File: src/rtl/alu_datapath.sv
// Operand registers R1/R2, add/subtract ALU and a DEPTH-entry result FIFO drained by valid/ready.
// Optional control-sequence checker enabled by defining SEQ_CHECK_EN (seq_err tied low otherwise).
module alu_datapath #(
  parameter int WIDTH = 8,
  parameter int DEPTH = 4
) (
  input  logic             clk,
  input  logic             rst_n,
  input  logic             ld_1,
  input  logic             ld_2,
  input  logic             sel_1,
  input  logic             op,
  input  logic             en,
  input  logic [WIDTH-1:0] data_in,
  output logic [WIDTH-1:0] res_data,
  output logic             res_carry,
  output logic             res_zero,
  output logic             res_valid,
  input  logic             res_ready,
  output logic             fifo_full,
  output logic             overflow,
  input  logic             overflow_clr,
  output logic             seq_err
);

  localparam int AW = (DEPTH > 1) ? $clog2(DEPTH) : 1;
  localparam logic [AW:0] C_FULL_CNT = (AW+1)'(DEPTH);

  logic [WIDTH-1:0] r_r1;
  logic [WIDTH-1:0] r_r2;
  logic [WIDTH+1:0] r_mem [DEPTH];
  logic [AW-1:0]    r_wr_ptr;
  logic [AW-1:0]    r_rd_ptr;
  logic [AW:0]      r_count;
  logic             r_overflow;

  logic [WIDTH:0]   w_alu;
  logic             w_zero;
  logic             w_pop;
  logic             w_push;
  logic             w_ovf_evt;
  logic [AW:0]      w_count_nxt;
  logic [WIDTH+1:0] w_head;

  // ALU on the current operand registers; bit WIDTH is carry (add) or borrow (sub)
  always_comb begin
    w_alu = '0;
    if (op) begin
      w_alu = {1'b0, r_r1} - {1'b0, r_r2};
    end else begin
      w_alu = {1'b0, r_r1} + {1'b0, r_r2};
    end
  end

  assign w_zero    = (w_alu[WIDTH-1:0] == '0);
  assign w_pop     = (r_count != '0) && res_ready;
  assign w_push    = en && ((r_count != C_FULL_CNT) || w_pop);
  assign w_ovf_evt = en && (r_count == C_FULL_CNT) && !w_pop;

  // Occupancy update; simultaneous push and pop leaves it unchanged
  always_comb begin
    w_count_nxt = r_count;
    case ({w_push, w_pop})
      2'b10:   w_count_nxt = r_count + (AW+1)'(1);
      2'b01:   w_count_nxt = r_count - (AW+1)'(1);
      default: w_count_nxt = r_count;
    endcase
  end

  // Operand registers, FIFO storage/pointers and sticky overflow
  always_ff @(posedge clk or negedge rst_n) begin
    if (!rst_n) begin
      r_r1       <= '0;
      r_r2       <= '0;
      r_wr_ptr   <= '0;
      r_rd_ptr   <= '0;
      r_count    <= '0;
      r_overflow <= 1'b0;
      for (int i = 0; i < DEPTH; i++) begin
        r_mem[i] <= '0;
      end
    end else begin
      if (ld_1) begin
        r_r1 <= sel_1 ? data_in : w_alu[WIDTH-1:0];
      end
      if (ld_2) begin
        r_r2 <= data_in;
      end
      if (w_push) begin
        r_mem[r_wr_ptr] <= {w_alu[WIDTH], w_zero, w_alu[WIDTH-1:0]};
        r_wr_ptr        <= r_wr_ptr + AW'(1);
      end
      if (w_pop) begin
        r_rd_ptr <= r_rd_ptr + AW'(1);
      end
      r_count <= w_count_nxt;
      // A new overflow event takes priority over a clear in the same cycle
      if (w_ovf_evt) begin
        r_overflow <= 1'b1;
      end else if (overflow_clr) begin
        r_overflow <= 1'b0;
      end
    end
  end

  assign w_head    = r_mem[r_rd_ptr];
  assign res_data  = w_head[WIDTH-1:0];
  assign res_zero  = w_head[WIDTH];
  assign res_carry = w_head[WIDTH+1];
  assign res_valid = (r_count != '0);
  assign fifo_full = (r_count == C_FULL_CNT);
  assign overflow  = r_overflow;

`ifdef SEQ_CHECK_EN
  typedef enum logic [1:0] {C0, C1, C2, C3} seq_state_t;

  seq_state_t r_seq_state;
  logic       r_seq_err;
  logic [4:0] w_v;

  assign w_v = {ld_1, ld_2, sel_1, op, en};

  // Shadow FSM: any vector off the expected load/load/add/accumulate path is sticky error
  always_ff @(posedge clk or negedge rst_n) begin
    if (!rst_n) begin
      r_seq_state <= C0;
      r_seq_err   <= 1'b0;
    end else begin
      case (r_seq_state)
        C0: begin
          if (w_v == 5'b00000) begin
            r_seq_state <= C0;
          end else if (w_v == 5'b10100) begin
            r_seq_state <= C1;
          end else begin
            r_seq_state <= C0;
            r_seq_err   <= 1'b1;
          end
        end
        C1: begin
          if (w_v == 5'b01001) begin
            r_seq_state <= C2;
          end else begin
            r_seq_state <= C0;
            r_seq_err   <= 1'b1;
          end
        end
        C2: begin
          if (w_v == 5'b10100) begin
            r_seq_state <= C3;
          end else begin
            r_seq_state <= C0;
            r_seq_err   <= 1'b1;
          end
        end
        C3: begin
          if (w_v == 5'b10011) begin
            r_seq_state <= C0;
          end else begin
            r_seq_state <= C0;
            r_seq_err   <= 1'b1;
          end
        end
        default: begin
          r_seq_state <= C0;
          r_seq_err   <= 1'b1;
        end
      endcase
    end
  end

  assign seq_err = r_seq_err;
`else
  assign seq_err = 1'b0;
`endif

endmodule

File: config.mk
export PLATFORM = sky130hd
export DESIGN_NAME = alu_datapath
export DESIGN_NICKNAME = d
export VERILOG_FILES = /design/src/rtl/alu_datapath.sv
export SDC_FILE = /design/constraint.sdc
export NUM_CORES = 1
export LEC_CHECK = 0
export BUFFER_PORTS_ARGS = -buffer_cell sky130_fd_sc_hd__clkbuf_2
export CAP_MARGIN = 5
export CORE_UTILIZATION = 53
export CTS_BUF_LIST = sky130_fd_sc_hd__clkbuf_16
export DETAILED_ROUTE_END_ITERATION = 12
export PLACE_DENSITY = 0.79
export SYNTH_ARGS = -nofsm -noshare
export SYNTH_HDL_FRONTEND = slang
export SYNTH_SLANG_ARGS = --single-unit
File: constraint.sdc
create_clock -name clk -period 2.6 [get_ports clk]
set_input_delay 0.13 -clock clk [delete_from_list [all_inputs] [get_ports clk]]
set_output_delay 0.13 -clock clk [all_outputs]
set_load 0.005 [all_outputs]
# After elaboration in Yosys (flattened, before gate mapping)
# Index checks and enable logic that the tools add are counted.
dict set report op_classes {
  magnitude_cmp 3
  addsub 6
  bitwise_logic 2
  n_reduce_logical 11
  n_mux 11
  eq_ne 4
}
# operator n
set op_table {}
lappend op_table {{$bwmux W40} 1}
lappend op_table {{$mux W10} 3}
lappend op_table {{$bmux W10 S2} 1}
lappend op_table {{$demux W10 S2} 1}
lappend op_table {{$add A8 B8 Y9} 1}
lappend op_table {{$mux W9} 1}
lappend op_table {{$sub A8 B8 Y9} 1}
lappend op_table {{$logic_not A8 Y1} 1}
lappend op_table {{$mux W8} 1}
lappend op_table {{$ge A3 B3 Y1 const B} 2}
lappend op_table {{$not A2 Y3} 2}
lappend op_table {{$pmux W3 S2} 1}
lappend op_table {{$logic_and A1 B1 Y1} 5}
lappend op_table {{$add A2 B1 Y2 const B} 2}
lappend op_table {{$reduce_bool A2 Y1} 2}
lappend op_table {{$add A3 B1 Y3 const B} 1}
lappend op_table {{$eq A3 B3 Y1 const B} 1}
lappend op_table {{$lt A3 B1 Y1 const B} 1}
lappend op_table {{$ne A3 B3 Y1 const B} 1}
lappend op_table {{$reduce_bool A3 Y1} 1}
lappend op_table {{$sub A3 B1 Y3 const B} 1}
lappend op_table {{$eq A2 B1 Y1 const B} 1}
lappend op_table {{$eq A2 B2 Y1 const B} 1}
lappend op_table {{$mux W1} 2}
lappend op_table {{other kinds (2)} 2}
dict set report word_totals {
  input_bits 17
  wordCells 47
  reg_bits 64
}

# Depth between registers and ports, before layout
dict set report logic_depth {
  ltp_word 6
  depth_mapped 12
  ltp_nobuf 12
}

# Worst setup path before layout
# Ideal clock, no wire load.
dict set report synth_timing {
  kind {reg2reg}
  start {register r_r2[4]}
  end {register r_mem[18] in the netlist's numbering}
  path_buffers 0
  path_stages_with_launch 12
  period_less_slack_ns 2.705
  slack_ns -0.105
  setup_ns 0.076
  arrival_time_ns 2.629
  cell_sequence {dfrtp_1 or3_1 nor3_1 nor2_1 xnor2_1 ha_1 or3b_2 nand3_1 a211oi_2 nand4_1 or3b_4 o21ai_1}
}
dict set report synth_between {
  elab_chain_len 4
  elab_cells_between_ends 5
  cone_classes {add/sub: 2; mux: 2; reduce/logical: 1}
}
# element line
set synth_rtl {}
lappend synth_rtl {{from (decl)} 30} ;# logic [WIDTH-1:0] r_r2;
lappend synth_rtl {{from (signal assigned)} 87} ;# r_r2 <= data_in;
lappend synth_rtl {{$add A8 B8 Y9 or $sub A8 B8 Y9 (tied branches)} {51, 49}}
lappend synth_rtl {{$mux W9 *} 48} ;# if (op) begin
lappend synth_rtl {{$logic_not A8 Y1 *} 55} ;# assign w_zero = (w_alu[WIDTH-1:0] == '0);
lappend synth_rtl {{$bwmux W40 *} 90} ;# r_mem[r_wr_ptr] <= {w_alu[WIDTH], w_zero, w_alu[WIDTH-1:0]};
lappend synth_rtl {{to (signal, indexed assignment)} 90}
lappend synth_rtl {{to (decl)} 31} ;# logic [WIDTH+1:0] r_mem [DEPTH];
# Every way passes the cells marked *; elsewhere a longest branch is shown, timed or not.
# A chain may end at the register's enable or synchronous reset.

# Worst setup path after layout
dict set report layout_timing {
  start {register r_r2[4]}
  end {register r_mem[28] in the netlist's numbering}
}
# Same word-level chain as after synthesis.

==> run summary <==
===========================================================================================
Number of design-rule violations left by the first detailed-router iteration            138
Total vias in the final route                                                          2600
Capture point of the worst reg-to-reg path                                     r_mem[28]$_DFFE_PN0P_
TritonCTS clock tree                                                                  built
Number of antenna violations at the first check in global routing                         0
Cell-by-cell listing of the critical path                                      or3_4 > nor3b_4 > nor2_2 > xnor2_1 > ha_1 > a21o_1 > nor4_1 > a21oi_1 > o21ai_1 > or3b_4 > o21ai_2
Maximum number of pins on one net before global-route repair                             36
Remaining global-route overflow                                                           0
Setup skew after layout                                                          0.00362 ns
Highest clock rate                                                                0.350 GHz
Arrival time worst endpoint                                                         3.11 ns
Setup slack after layout                                                          -0.254 ns
Wire length of the first global-routing pass                                        12.5 mm
Sequential cell area fraction in the yosys report                                     48.8%
Share of layout cells above drive strength 1                                          35.1%
Placeable core area                                                                5960 um2
Worst hold path startpoint                                                               en
Post-layout net count                                                                   416
Router iterations before antenna repair                                                   4
Type of the tightest min-delay check                                              in -> reg
R2R depth                                                                                11
Via count of the first global-routing pass                                             2638
Result of the run                                                              complete, but fails checks
Layout overhead on the synthesized area                                               29.8%
Average wire per cell in the routed design                                          17.0 um
Number of buffers created by CTS                                                          9
Clk Tree Root Cell                                                             sky130_fd_sc_hd__clkbuf_16
Most common library cell in the layout ignoring fill and taps                  sky130_fd_sc_hd__dfrtp_1
Cell type group with the largest total delay on the critical path              simple AND/OR/NAND/NOR gates
Worst path buffer plus inverter count                                                     0
Worst Setup Path Type                                                            reg -> reg
Last weighted congestion value of the routability-driven placer                       0.956
Violations in the final reports                                                negative setup slack
Final standard cell area without fillers                                           4260 um2
Transition time at the pin with the least slew margin                              0.869 ns
Antenna violation net count after detailed routing                                        0
GRT Overall Usage                                                                     26.7%
Maximum fanout along the worst path                                                       4
Detailed Route WL                                                                   7.85 mm
Commonest non-fill, non-tap cells in the layout                                sky130_fd_sc_hd__dfrtp_1 (64), sky130_fd_sc_hd__nand2_1 (47), sky130_fd_sc_hd__o21ai_0 (32)
Final Total Pwr                                                                     5370 uW
Placed cell area                                                                   3700 um2
Die area                                                                           6510 um2
Vertical die dimension                                                              80.7 um
Bufs on Longest Clock Path                                                                2
Number of vias per cell after detailed routing                                         5.62
Required @ worst endpoint                                                           2.86 ns
Number of instances in the synthesized netlist                                          320
Ratio of final minimum period to clock period                                          110%
Sink Count                                                                               64
Max IR drop VDD                                                                  0.000707 V
Hold Fails Final Rpt                                                                      0
Unrepaired setup endpoints after global routing                                         yes
Net count after synthesis                                                               353
Lkg Pwr                                                                          0.00198 uW
Relative slew slack                                                                   42.1%
Clock-pin slew on the worst setup and hold paths                                    0.05 ns
Delay of the slowest cell on the worst path                                         0.45 ns
Rows                                                                                     28
Tmin final                                                                          2.85 ns
Starting utilization of the core area                                                 55.1%
Horizontal die dimension                                                            80.7 um
End of the worst hold path                                                     overflow$_DFFE_PN0P_
Final count of pins violating max slew                                                    0
Critical path capture point type                                                  flip-flop
Number of endpoints failing setup at the final stage                                     18
Htree depth                                                                               3
Estimated wirelength of the detail-placed design                                    5.19 mm
Clk Latency, worst-skew pair                                                        0.33 ns
Min Hold Slack                                                                    0.0223 ns
Top-level port count                                                                     31
Number of warnings issued by yosys                                                        0
Crit start category                                                               flip-flop
Buffers on Ports                                                                         29
Count of distinct cell types in the synthesized netlist                                  43
Cell with the biggest individual delay on the critical path                    sky130_fd_sc_hd__or3b_4
Power density normalized to cell area                                           1260 nW/um2
Worst Hold Path Cells                                                                     3
Worst R2R Start                                                                r_r2[4]$_DFFE_PN0P_
Seq cells post-synth                                                                     64
Avg Inst Size Synth                                                                10.3 um2
Reg2Reg Setup Slack                                                                -0.25 ns
DRC                                                                                       0
Max Cap Viol                                                                              0
Synth Cell Area                                                                    3280 um2
Antenna diode instance count                                                              0
===========================================================================================
==> area by class of cell <==
type	count	area, um2
Multi-Input combinational cell	227	1740
Fill cell	437	1700
Sequential cell	64	1600
Timing Repair Buffer	66	452
Clock buffer	9	225
Tap cell	75	93.8
Clock inverter	7	86.3
Inverter	15	58.8
==> power breakdown <==
part           switching [uW]  total, uW  internal (uW)  leakage, uW
combinational            1190       2430           1240      0.00104
clock                     423       1250            829     0.000153
sequential                315       1690           1380     0.000784
total                    1930       5370           3450      0.00198
==> worst max path at each step <==
stage / from / to / slack [ns] / cells after the start
finish: r_r2[4]$_DFFE_PN0P_ / r_mem[28]$_DFFE_PN0P_ / -0.25 / 11
CTS: r_r2[4]$_DFFE_PN0P_ / r_mem[28]$_DFFE_PN0P_ / -0.14 / 11
detailed placement: r_r2[0]$_DFFE_PN0P_ / r_mem[9]$_DFFE_PN0P_ / -0.24 / 11
floorplan: r_r2[4]$_DFFE_PN0P_ / r_mem[18]$_DFFE_PN0P_ / -0.06 / 11
global route: r_r2[4]$_DFFE_PN0P_ / r_mem[28]$_DFFE_PN0P_ / -0.33 / 11
global placement: r_r2[1]$_DFFE_PN0P_ / r_mem[29]$_DFFE_PN0P_ / -0.13 / 11
==> logic make-up (layout without fill, tap and decap cells) <==
| logic type | after synthesis | in the layout | synth area share, % |
|---|---|---|---|
| AO/OA/AOI/OAI | 75 | 75 | 12.5 |
| XOR/XNOR | 16 | 16 | 4.27 |
| adder cells (fa/ha/maj) | 16 | 16 | 6.56 |
| buffers and inverters | 29 | 97 | 3.66 |
| flip-flops | 64 | 64 | 48.8 |
| multiplexers | 22 | 22 | 10.9 |
| other | 1 | 1 | 0.114 |
| AND/OR/NAND/NOR | 97 | 97 | 13.2 |
==> registers in the layout, indices dropped and copies added (netlist names) <==
register / flops
r_mem: 40
r_r1: 8
r_r2: 8
r_count: 3
r_rd_ptr: 2
r_wr_ptr: 2
overflow: 1
==> tightest hold or removal path: cells and delay by family <==
| kind | cells | cell delay, ns |
|---|---|---|
| buffers and inverters | 1 | 0.08 |
| AND/OR/NAND/NOR | 1 | 0.04 |
| AO/OA/AOI/OAI | 1 | 0.06 |
==> metal layers <==
metal | vias up | share of wire (%) | GRT usage (%)
li1 | 1226 | - | -
met1 | 1282 | 41 | 31.5
met2 | 80 | 53 | 47.0
met3 | 12 | 4.5 | 5.23
met4 | 0 | 1.8 | 11.1
met5 | - | 0 | 0
==> cells in the mapped netlist (all sizes together) <==
master   instances  area, um2
o21a             1       7.51
fa               2       40.0
and3             1       6.26
xnor2           12        105
or2              1       6.26
ha              14        175
nand2b           3       18.8
and2             1       6.26
or3              2       12.5
nor4             1       6.26
xor2             4       35.0
a2111oi          1       8.76
nor2            27        101
clkbuf           7       26.3
o211ai           1       7.51
inv             15       56.3
o21ai           45        225
nand3            1       5.00
o31a             1       8.76
dfrtp           64       1600
conb             1       3.75
mux4            10        225
a211oi           2       20.0
a21o             2       15.0
a31oi            1       6.26
mux2            11        124
nor2b            2       12.5
nand2           47        176
buf              7       37.5
nor3             3       15.0
nand4            1       6.26
o211a            1       10.0
or3b             2       20.0
mux2i            1       10.0
a21oi           19       95.1
nor3b            3       22.5
nand3b           1       7.51
o22ai            1       6.26
nor4b            1       8.76
==> stage by stage <==
step | TNS (ns) | cells | utilization (%) | setup slack [ns]
floorplan | -0.243 | 320 | - | -0.0640
global placement | -0.962 | 438 | 62.1 | -0.133
detailed placement | -1.70 | 438 | 62.1 | -0.240
CTS | -0.670 | 456 | 68.4 | -0.144
global route | -3.05 | 463 | 71.5 | -0.329
finish | -1.51 | 463 | 71.5 | -0.254
==> repair_timing <==
item                                    in CTS  in global routing
buffers inserted                             0                  8
endpoints found under the setup margin      14                 19
cloned                                       0                  0
pin swaps                                    7                 10
hold endpoints to repair                    34                  0
gates resized for setup                     13                 33
hold buffers                                 2                  0
No activity file was read; power rests on OpenSTA's default activity.
